File: config.mk
export PLATFORM = sky130hd
export DESIGN_NAME = multicycle_controller
export DESIGN_NICKNAME = d
export VERILOG_FILES = /design/src/rtl/cpu_pkg.sv /design/src/rtl/alu_decoder.sv /design/src/rtl/multicycle_controller.sv
export SDC_FILE = /design/constraint.sdc
export NUM_CORES = 1
export LEC_CHECK = 0
export CORE_ASPECT_RATIO = 0.75
export CORE_MARGIN = 4
export CORE_UTILIZATION = 45
export DETAILED_ROUTE_END_ITERATION = 7
export PLACE_DENSITY = 0.89
export RECOVER_POWER = 50
export SLEW_MARGIN = 15
export SYNTH_ARGS = -nofsm -noshare
export SYNTH_HDL_FRONTEND = slang
export SYNTH_SLANG_ARGS = --single-unit
File: constraint.sdc
create_clock -name clk -period 3 [get_ports clk]
set_clock_uncertainty 0.15 [all_clocks]
set_input_delay 0.3 -clock clk [delete_from_list [all_inputs] [get_ports clk]]
set_output_delay 0.3 -clock clk [all_outputs]
set_load 0.02 [all_outputs]
File: src/rtl/cpu_pkg.sv
// Shared types and encodings for the multicycle RV32 subset controller:
// ALU operations, FSM states, opcodes and datapath mux selects.
package cpu_pkg;

  typedef enum logic [3:0] {
    ALU_ADD = 4'd0,
    ALU_SUB = 4'd1,
    ALU_AND = 4'd2,
    ALU_OR  = 4'd3,
    ALU_XOR = 4'd4,
    ALU_SLL = 4'd5,
    ALU_SRL = 4'd6,
    ALU_SRA = 4'd7,
    ALU_SLT = 4'd8
  } alu_op_t;

  typedef enum logic [3:0] {
    S_FETCH     = 4'd0,
    S_DECODE    = 4'd1,
    S_MEM_ADR   = 4'd2,
    S_MEM_READ  = 4'd3,
    S_MEM_WB    = 4'd4,
    S_MEM_WRITE = 4'd5,
    S_EXEC_R    = 4'd6,
    S_EXEC_I    = 4'd7,
    S_ALU_WB    = 4'd8,
    S_BRANCH    = 4'd9,
    S_HALT      = 4'd10
  } state_t;

  localparam logic [6:0] OP_R_TYPE = 7'b0110011;
  localparam logic [6:0] OP_I_TYPE = 7'b0010011;
  localparam logic [6:0] OP_LOAD   = 7'b0000011;
  localparam logic [6:0] OP_STORE  = 7'b0100011;
  localparam logic [6:0] OP_BRANCH = 7'b1100011;
  localparam logic [2:0] F3_BEQ    = 3'b000;

  localparam logic [1:0] SRC_A_PC     = 2'd0;
  localparam logic [1:0] SRC_A_OLD_PC = 2'd1;
  localparam logic [1:0] SRC_A_RS1    = 2'd2;

  localparam logic [1:0] SRC_B_RS2    = 2'd0;
  localparam logic [1:0] SRC_B_IMM    = 2'd1;
  localparam logic [1:0] SRC_B_FOUR   = 2'd2;

  localparam logic [1:0] RES_ALU_OUT    = 2'd0;
  localparam logic [1:0] RES_MEM_DATA   = 2'd1;
  localparam logic [1:0] RES_ALU_RESULT = 2'd2;

  // Instruction retires when its final state hands control back to FETCH.
  function automatic logic retires(state_t s, logic mem_ready);
    return (s == S_MEM_WB) || (s == S_ALU_WB) || (s == S_BRANCH) ||
           ((s == S_MEM_WRITE) && mem_ready);
  endfunction

endpackage

File: src/rtl/alu_decoder.sv
// Maps funct3/funct7_5 of an R- or I-type instruction to an ALU operation.
// SUB only exists for R-type; immediate forms of funct3=000 are always ADD.
module alu_decoder
  import cpu_pkg::*;
(
  input  logic [6:0] opcode,
  input  logic [2:0] funct3,
  input  logic       funct7_5,
  output alu_op_t    alu_op
);

  always_comb begin
    alu_op = ALU_ADD;
    case (funct3)
      3'b000:         alu_op = ((opcode == OP_R_TYPE) && funct7_5) ? ALU_SUB : ALU_ADD;
      3'b001:         alu_op = ALU_SLL;
      3'b010, 3'b011: alu_op = ALU_SLT;
      3'b100:         alu_op = ALU_XOR;
      3'b101:         alu_op = funct7_5 ? ALU_SRA : ALU_SRL;
      3'b110:         alu_op = ALU_OR;
      3'b111:         alu_op = ALU_AND;
      default:        alu_op = ALU_ADD;
    endcase
  end

endmodule

File: src/rtl/multicycle_controller.sv
// Multicycle RV32 subset control FSM with memory-wait handling and a
// retired-instruction counter.
module multicycle_controller
  import cpu_pkg::*;
#(
  parameter int COUNT_WIDTH = 32
) (
  input  logic                   clk,
  input  logic                   reset,
  input  logic [6:0]             opcode,
  input  logic [2:0]             funct3,
  input  logic                   funct7_5,
  input  logic                   zero,
  input  logic                   mem_ready,
  output logic                   pc_write,
  output logic                   ir_write,
  output logic                   mem_read,
  output logic                   mem_write,
  output logic                   reg_write,
  output logic                   adr_src,
  output logic                   halted,
  output logic [1:0]             alu_src_a,
  output logic [1:0]             alu_src_b,
  output logic [1:0]             result_src,
  output logic [3:0]             alu_op,
  output logic [3:0]             state_check,
  output logic [COUNT_WIDTH-1:0] retired_check
);

  state_t                 state;
  state_t                 next_state;
  alu_op_t                decoded_op;
  alu_op_t                alu_op_e;
  logic [COUNT_WIDTH-1:0] retired;

  alu_decoder u_alu_decoder (
    .opcode   (opcode),
    .funct3   (funct3),
    .funct7_5 (funct7_5),
    .alu_op   (decoded_op)
  );

  always_ff @(posedge clk) begin
    if (!reset) begin
      state   <= S_FETCH;
      retired <= '0;
    end else begin
      state <= next_state;
      if (retires(state, mem_ready)) retired <= retired + COUNT_WIDTH'(1);
    end
  end

  always_comb begin
    next_state = state;
    pc_write   = 1'b0;
    ir_write   = 1'b0;
    mem_read   = 1'b0;
    mem_write  = 1'b0;
    reg_write  = 1'b0;
    adr_src    = 1'b0;
    halted     = 1'b0;
    alu_src_a  = SRC_A_PC;
    alu_src_b  = SRC_B_RS2;
    result_src = RES_ALU_OUT;
    alu_op_e   = ALU_ADD;

    case (state)
      S_FETCH: begin
        mem_read   = 1'b1;
        alu_src_b  = SRC_B_FOUR;
        result_src = RES_ALU_RESULT;
        ir_write   = mem_ready;
        pc_write   = mem_ready;
        if (mem_ready) next_state = S_DECODE;
      end
      S_DECODE: begin
        alu_src_a = SRC_A_OLD_PC;
        alu_src_b = SRC_B_IMM;
        if (opcode == OP_R_TYPE)                          next_state = S_EXEC_R;
        else if (opcode == OP_I_TYPE)                     next_state = S_EXEC_I;
        else if (opcode == OP_LOAD || opcode == OP_STORE) next_state = S_MEM_ADR;
        else if (opcode == OP_BRANCH && funct3 == F3_BEQ) next_state = S_BRANCH;
        else                                              next_state = S_HALT;
      end
      S_MEM_ADR: begin
        alu_src_a  = SRC_A_RS1;
        alu_src_b  = SRC_B_IMM;
        next_state = (opcode == OP_LOAD) ? S_MEM_READ : S_MEM_WRITE;
      end
      S_MEM_READ: begin
        mem_read = 1'b1;
        adr_src  = 1'b1;
        if (mem_ready) next_state = S_MEM_WB;
      end
      S_MEM_WB: begin
        result_src = RES_MEM_DATA;
        reg_write  = 1'b1;
        next_state = S_FETCH;
      end
      S_MEM_WRITE: begin
        mem_write = 1'b1;
        adr_src   = 1'b1;
        if (mem_ready) next_state = S_FETCH;
      end
      S_EXEC_R: begin
        alu_src_a  = SRC_A_RS1;
        alu_src_b  = SRC_B_RS2;
        alu_op_e   = decoded_op;
        next_state = S_ALU_WB;
      end
      S_EXEC_I: begin
        alu_src_a  = SRC_A_RS1;
        alu_src_b  = SRC_B_IMM;
        alu_op_e   = decoded_op;
        next_state = S_ALU_WB;
      end
      S_ALU_WB: begin
        reg_write  = 1'b1;
        next_state = S_FETCH;
      end
      S_BRANCH: begin
        alu_src_a  = SRC_A_RS1;
        alu_src_b  = SRC_B_RS2;
        alu_op_e   = ALU_SUB;
        pc_write   = zero;
        next_state = S_FETCH;
      end
      S_HALT: begin
        halted = 1'b1;
      end
      default: next_state = S_FETCH;
    endcase

    // Reset silences every output immediately, not just after the edge.
    if (!reset) begin
      next_state = S_FETCH;
      pc_write   = 1'b0;
      ir_write   = 1'b0;
      mem_read   = 1'b0;
      mem_write  = 1'b0;
      reg_write  = 1'b0;
      adr_src    = 1'b0;
      halted     = 1'b0;
      alu_src_a  = SRC_A_PC;
      alu_src_b  = SRC_B_RS2;
      result_src = RES_ALU_OUT;
      alu_op_e   = ALU_ADD;
    end
  end

  assign alu_op        = alu_op_e;
  assign state_check   = state;
  assign retired_check = retired;

endmodule

==> Word-level counts from Yosys, hierarchy flattened <==
Index checks and enable logic that the tools add are counted.
{ "word_totals": {"register_bits": 36, "inputBits": 15, "out_inout_bits": 53} }
{ "op_classes": {"addsub": 1, "eq_ne": 25, "n_mux": 34, "n_bitwise": 1, "n_reduce_logical": 17} }
{ "ops": {"columns": ["cell", "n"], "rows": [
  ["one-hot mux 4 bit (7 select lines)", 2],
  ["adder 32 x 1 -> 32 bit, second input constant", 1],
  ["2-to-1 mux 4 bit", 7],
  ["== test 4 x 3 -> 1 bit, second input constant", 4],
  ["2-to-1 mux 1 bit", 15],
  ["== test 7 x 6 -> 1 bit, second input constant", 2],
  ["== test 3 bit, second input constant", 4],
  ["== test 4 bit, second input constant", 3],
  ["one-hot mux 2 bit (2 select lines)", 3],
  ["OR reduction 2 bit", 5],
  ["== test 4 x 2 -> 1 bit, second input constant", 2],
  ["2-to-1 mux 2 bit", 4],
  ["one-hot mux 4 bit (2 select lines)", 1],
  ["== test 7 x 2 -> 1 bit, second input constant", 1],
  ["== test 7 x 5 -> 1 bit, second input constant", 1],
  ["== test 7 bit, second input constant", 1],
  ["== test 3 x 2 -> 1 bit, second input constant", 2],
  ["inequality test 2 bit, second input constant", 3],
  ["== test 4 x 1 -> 1 bit, second input constant", 1],
  ["logical NOT 4 bit", 1],
  ["logical OR 1 bit", 4],
  ["AND reduction 4 bit", 1],
  ["OR reduction 4 bit", 1],
  ["== test 3 x 1 -> 1 bit, second input constant", 1],
  ["6 further kinds", 8]
]} }

==> Logic depth before layout (Yosys ltp) <==
{ "depth": {"depth_word": 7, "depth_mapped": 8, "mapped_depth_nobuf": 5} }

==> Hierarchy <==
A second synthesis with hierarchy kept.
{ "unflattened": {"hier_cells": 265, "hier_area_um2": 2075.7} }
{ "modules_own_cells": {"columns": ["mod", "instances", "cells_per_inst", "area_each_um2", "seq_area_each_um2"], "rows": [
  ["multicycle_controller", 1, 253, 1991.9, 720.7],
  ["alu_decoder", 1, 12, 83.8, 0.0]
]} }

==> Worst setup path after synthesis <==
Ideal clock, no wire load.
{ "synth_timing": {"path_kind": "register to register", "startpoint": "register retired[3], in the netlist retired_check[3]", "endpoint": "register retired[26], in the netlist retired_check[26]", "setup_ns": 0.071, "arrival_time_ns": 2.054, "required_ns": 2.779, "slack_ns": 0.726, "stages_incl_launch_ff": 7, "path_buffers": 1, "path_cell_list": "dfxtp_1 > and4_1 > nand4_4 > or4_1 > clkbuf_2 > or3_1 > a21oi_1"} }
{ "synth_between": {"elab_chain_len": 1} }
{ "synth_lines": {"columns": ["element", "line_no", "rtl"], "rows": [
  ["from (decl)", "multicycle_controller.sv:34", "logic [COUNT_WIDTH-1:0] retired;"],
  ["from (signal assigned)", "multicycle_controller.sv:49", "if (retires(state, mem_ready)) retired <= retired + COUNT_WIDTH'(1);"],
  ["adder 32 x 1 -> 32 bit", "multicycle_controller.sv:49", null]
]} }
No other way between the ends.
A chain may end at the register's enable or synchronous reset.

==> Worst setup path after layout <==
{ "layout_timing": {"startpoint": "input opcode[0]", "endpoint": "output alu_op[0]"} }
{ "layout_between": {"elab_chain_len": 6} }
{ "layout_lines": {"columns": ["element", "line_no", "rtl"], "rows": [
  ["from (decl)", "multicycle_controller.sv:10", "input logic [6:0] opcode,"],
  ["== test 7 x 6 -> 1 bit", "alu_decoder.sv:15", "3'b000: alu_op = ((opcode == OP_R_TYPE) && funct7_5) ? ALU_SUB : ALU_ADD;"],
  ["logical AND 1 bit", "alu_decoder.sv:15", null],
  ["2-to-1 mux 1 bit", "alu_decoder.sv:15", null],
  ["one-hot mux 4 bit (7 select lines)", "alu_decoder.sv:14", "case (funct3)"],
  ["one-hot mux 4 bit (2 select lines)", "multicycle_controller.sv:67", "case (state)"],
  ["2-to-1 mux 4 bit", "multicycle_controller.sv:135", "if (!reset) begin"],
  ["to (decl)", "multicycle_controller.sv:25", "output logic [3:0] alu_op,"]
]} }
No other way between the ends.

==> results.md <==
- Max Cap Viol: 0
- Period utilisation layout: 92.5%
- Area leader, netlist: dfxtp_1
- Clock Tree Root: clkbuf_8
- Status: complete, no violations
- Hold Path Cell Cnt: 2
- YS warnings: 0
- Hold Vio Cnt, Final: 0
- Overall Power: 1110 uW
- Worst R2R End: retired_check[14]$_SDFFE_PN0P_
- Die area: 5770 um^2
- Skew-Pair Late Insertion Delay: 0.29 ns
- Unrepaired setup endpoints after global routing: false
- Number of hold buffers added after CTS: 0
- Wirelength per Cell: 15.0 um
- Ys async rst share: 0%
- Post-DP HPWL: 4390 um
- Critical path class: input pin to primary output
- Yosys reg bits: 36
- Switching share of power: 24.3%
- Max Buffers Root-to-Sink: 2
- Synth top area cells: dfxtp_1, xnor2_1, a21oi_1
- CP max FO: 3
- H-tree depth: 2
- Mean Syn Cell Area: 7.67 um^2
- Congestion Overflow GR: 0
- Drt total wl: 5920 um
- Worst reg2reg path depth: 6
- Clock transition at the registers of the reported paths: 0.08 ns
- Row count: 21
- Largest net degree at the start of global routing: 34
- Fin. max-slew vios: 0
- Placer congestion estimate: 0.834
- Nature of the critical path endpoint: primary output
- Cells after Synth: 270
- Max Freq: 360 MHz
- Worst-Margin Slew: 0.812 ns
- R2R setup slack: 0.51 ns
- Worst hold start: retired_check[31]$_SDFFE_PN0P_
- Syn nets: 286
- Clock Sinks: 36
- # DRC: 0
- Netlist cell types: 45
- Top cell type's share of synthesized area: 34.8%
- Seq/Total Area, Yosys: 34.8%
- Global Route Usage Sum: 21.0%
- Power per cell area: 381 nW/um^2
- Tightest Hold Check Type: flip-flop to flip-flop
- Vias in the first global route: 2064
- VDD IR max: 0.242 mV
- Post-route ant nets: 0
- Num CTS Buffers: 5
- Rel. slew slack: 45.5%
- TritonCTS clock tree: built
- Fill cells: 373
- Initial antenna violation count: 0
- Mapped cell area: 2070 um^2
- WP data arrival: 2.32 ns
- First-pass GRT wire length: 9750 um
- Vias: 2222
- Clock power frac: 42.5%
- Core Region: 4470 um^2
- Iter 0 DRT Violations: 187
- Worst Hold Path EP: retired_check[31]$_SDFFE_PN0P_
- Seq pwr share: 44.6%
- Post-synth EDFFs: 0
- Crit path time final: 2.77 ns
- Via density: 5.64
- Comb power frac: 12.9%
- Port Buffers: 67
- Cell internal pwr: 843 uW
- Startpoint Class: input pin
- Post CTS Setup Buffer Count: 0
- Die Span X: 86.4 um
- Req. time, crit path: 2.55 ns
- IO Pins: 68
- Initial core utilization: 46.4%
- Net Sw Power: 271 uW
- Layout cells sized above 1: 5.64%
- Leakage power: 0.00104 uW
- Nets: 352
- Final setup vio count: 0
- Main synth FF type: dfxtp_1
- FF-to-FF Start: state_check[0]$_SDFFE_PN0P_
- Die Height: 66.8 um
- Area Growth Syn to Fin: 41.1%
- TritonRoute pass-1 iters: 4
- ANT cells: 0
- Setup_tns: 0 ns
==> what timing repair did <==
item	4_1_cts	5_1_grt
hold endpoints to repair	0	0
endpoints found under the setup margin	0	1
gates resized for setup	0	1
==> logic make-up after synthesis <==
kind of cell	after synthesis	share of synthesized area, %
buffers and inverters	22	4.71
flip-flops	36	34.8
adder cells (fa/ha/maj)	1	0.604
XOR/XNOR	17	7.19
AND/OR/NAND/NOR	138	37.9
AO/OA/AOI/OAI	56	14.9
==> layout by cell type, fill, tap and decap left out, types with 2 or more instances in the layout <==
| cell | n |
|---|---|
| a21oi_1 | 26 |
| a31oi_1 | 2 |
| and3_1 | 2 |
| and4_1 | 4 |
| buf_4 | 7 |
| clkbuf_8 | 7 |
| clkdlybuf4s50_1 | 33 |
| dfxtp_1 | 36 |
| dlygate4sd3_1 | 34 |
| inv_1 | 5 |
| nand2_1 | 17 |
| nand2b_1 | 7 |
| nand3_1 | 9 |
| nand3b_1 | 3 |
| nand4_1 | 5 |
| nor2_1 | 33 |
| nor2b_1 | 3 |
| nor3_1 | 11 |
| nor3b_1 | 7 |
| nor4_1 | 7 |
| nor4b_1 | 2 |
| o21a_1 | 2 |
| o21ai_0 | 20 |
| or3_1 | 17 |
| or4_1 | 2 |
| or4_4 | 2 |
| xnor2_1 | 16 |
==> power by group through the flow <==
stage	Clock, uW	Sequential, uW	Combinational [uW]
floorplan	0	504	81.9
global placement	0	507	141
detailed placement	0	508	144
CTS	477	496	145
global route	495	498	155
finish	474	497	144
==> critical path, cell delays in order <==
cell	delay, ns
dlygate4sd3_1	0.52
nor4bb_2	0.37
nand3_1	0.14
o21a_1	0.21
o22ai_1	0.15
clkdlybuf4s50_1	0.64
==> cell type report <==
cell class | count | area [um^2] | share of cell area [%]
multi-input cells | 212 | 1260 | 43.0
repair buffers | 75 | 727 | 24.9
flip-flops and latches | 36 | 721 | 24.6
clock buffers | 7 | 96.3 | 3.29
well taps | 57 | 71.3 | 2.44
clock inverters | 1 | 30.0 | 1.03
inverters | 6 | 22.5 | 0.770
==> worst max path at each step <==
stage,startpoint,endpoint,slack [ns],depth (start not counted)
floorplan,retired_check[3]$_SDFFE_PN0P_,retired_check[26]$_SDFFE_PN0P_,0.73,6
global placement,opcode[0],alu_op[0],0.26,6
detailed placement,opcode[0],alu_op[0],0.20,6
CTS,opcode[0],alu_op[0],0.19,6
global route,opcode[0],alu_op[0],0.08,6
finish,opcode[0],alu_op[0],0.23,6
==> state kept, by name, summed over array words and instances (netlist names) <==
signal and count:
retired_check 32, state_check 4
==> synth_stat cells, types with 9 or more instances <==
cell	n
nand2_1	17
or3_1	17
clkbuf_1	11
dfxtp_1	36
o21ai_0	20
a21oi_1	25
xnor2_1	16
nor2_1	33
nor3_1	11
nand3_1	9
==> metrics by stage <==
stage                     hold WS [ns]  utilization (%)  cell area, um^2  cells  setup WS, ns
after CTS                        0.346             65.5             2930    394         0.190
after floorplan                  0.267                -             2070    270         0.726
after global placement           0.321             62.7             2800    386         0.259
final                            0.343             65.5             2920    394         0.225
after global routing             0.377             65.5             2920    394        0.0779
after detailed placement         0.336             62.7             2800    386         0.196
==> metal layers <==
metal	global-route usage (%)	vias to the layer above	part of all wire, %
met5	0	-	0
met1	29.5	1046	47
met3	4.08	6	6.4
li1	-	1100	-
met2	33.1	70	45
met4	5.06	0	1.1
(Power assumes the default switching activity.)
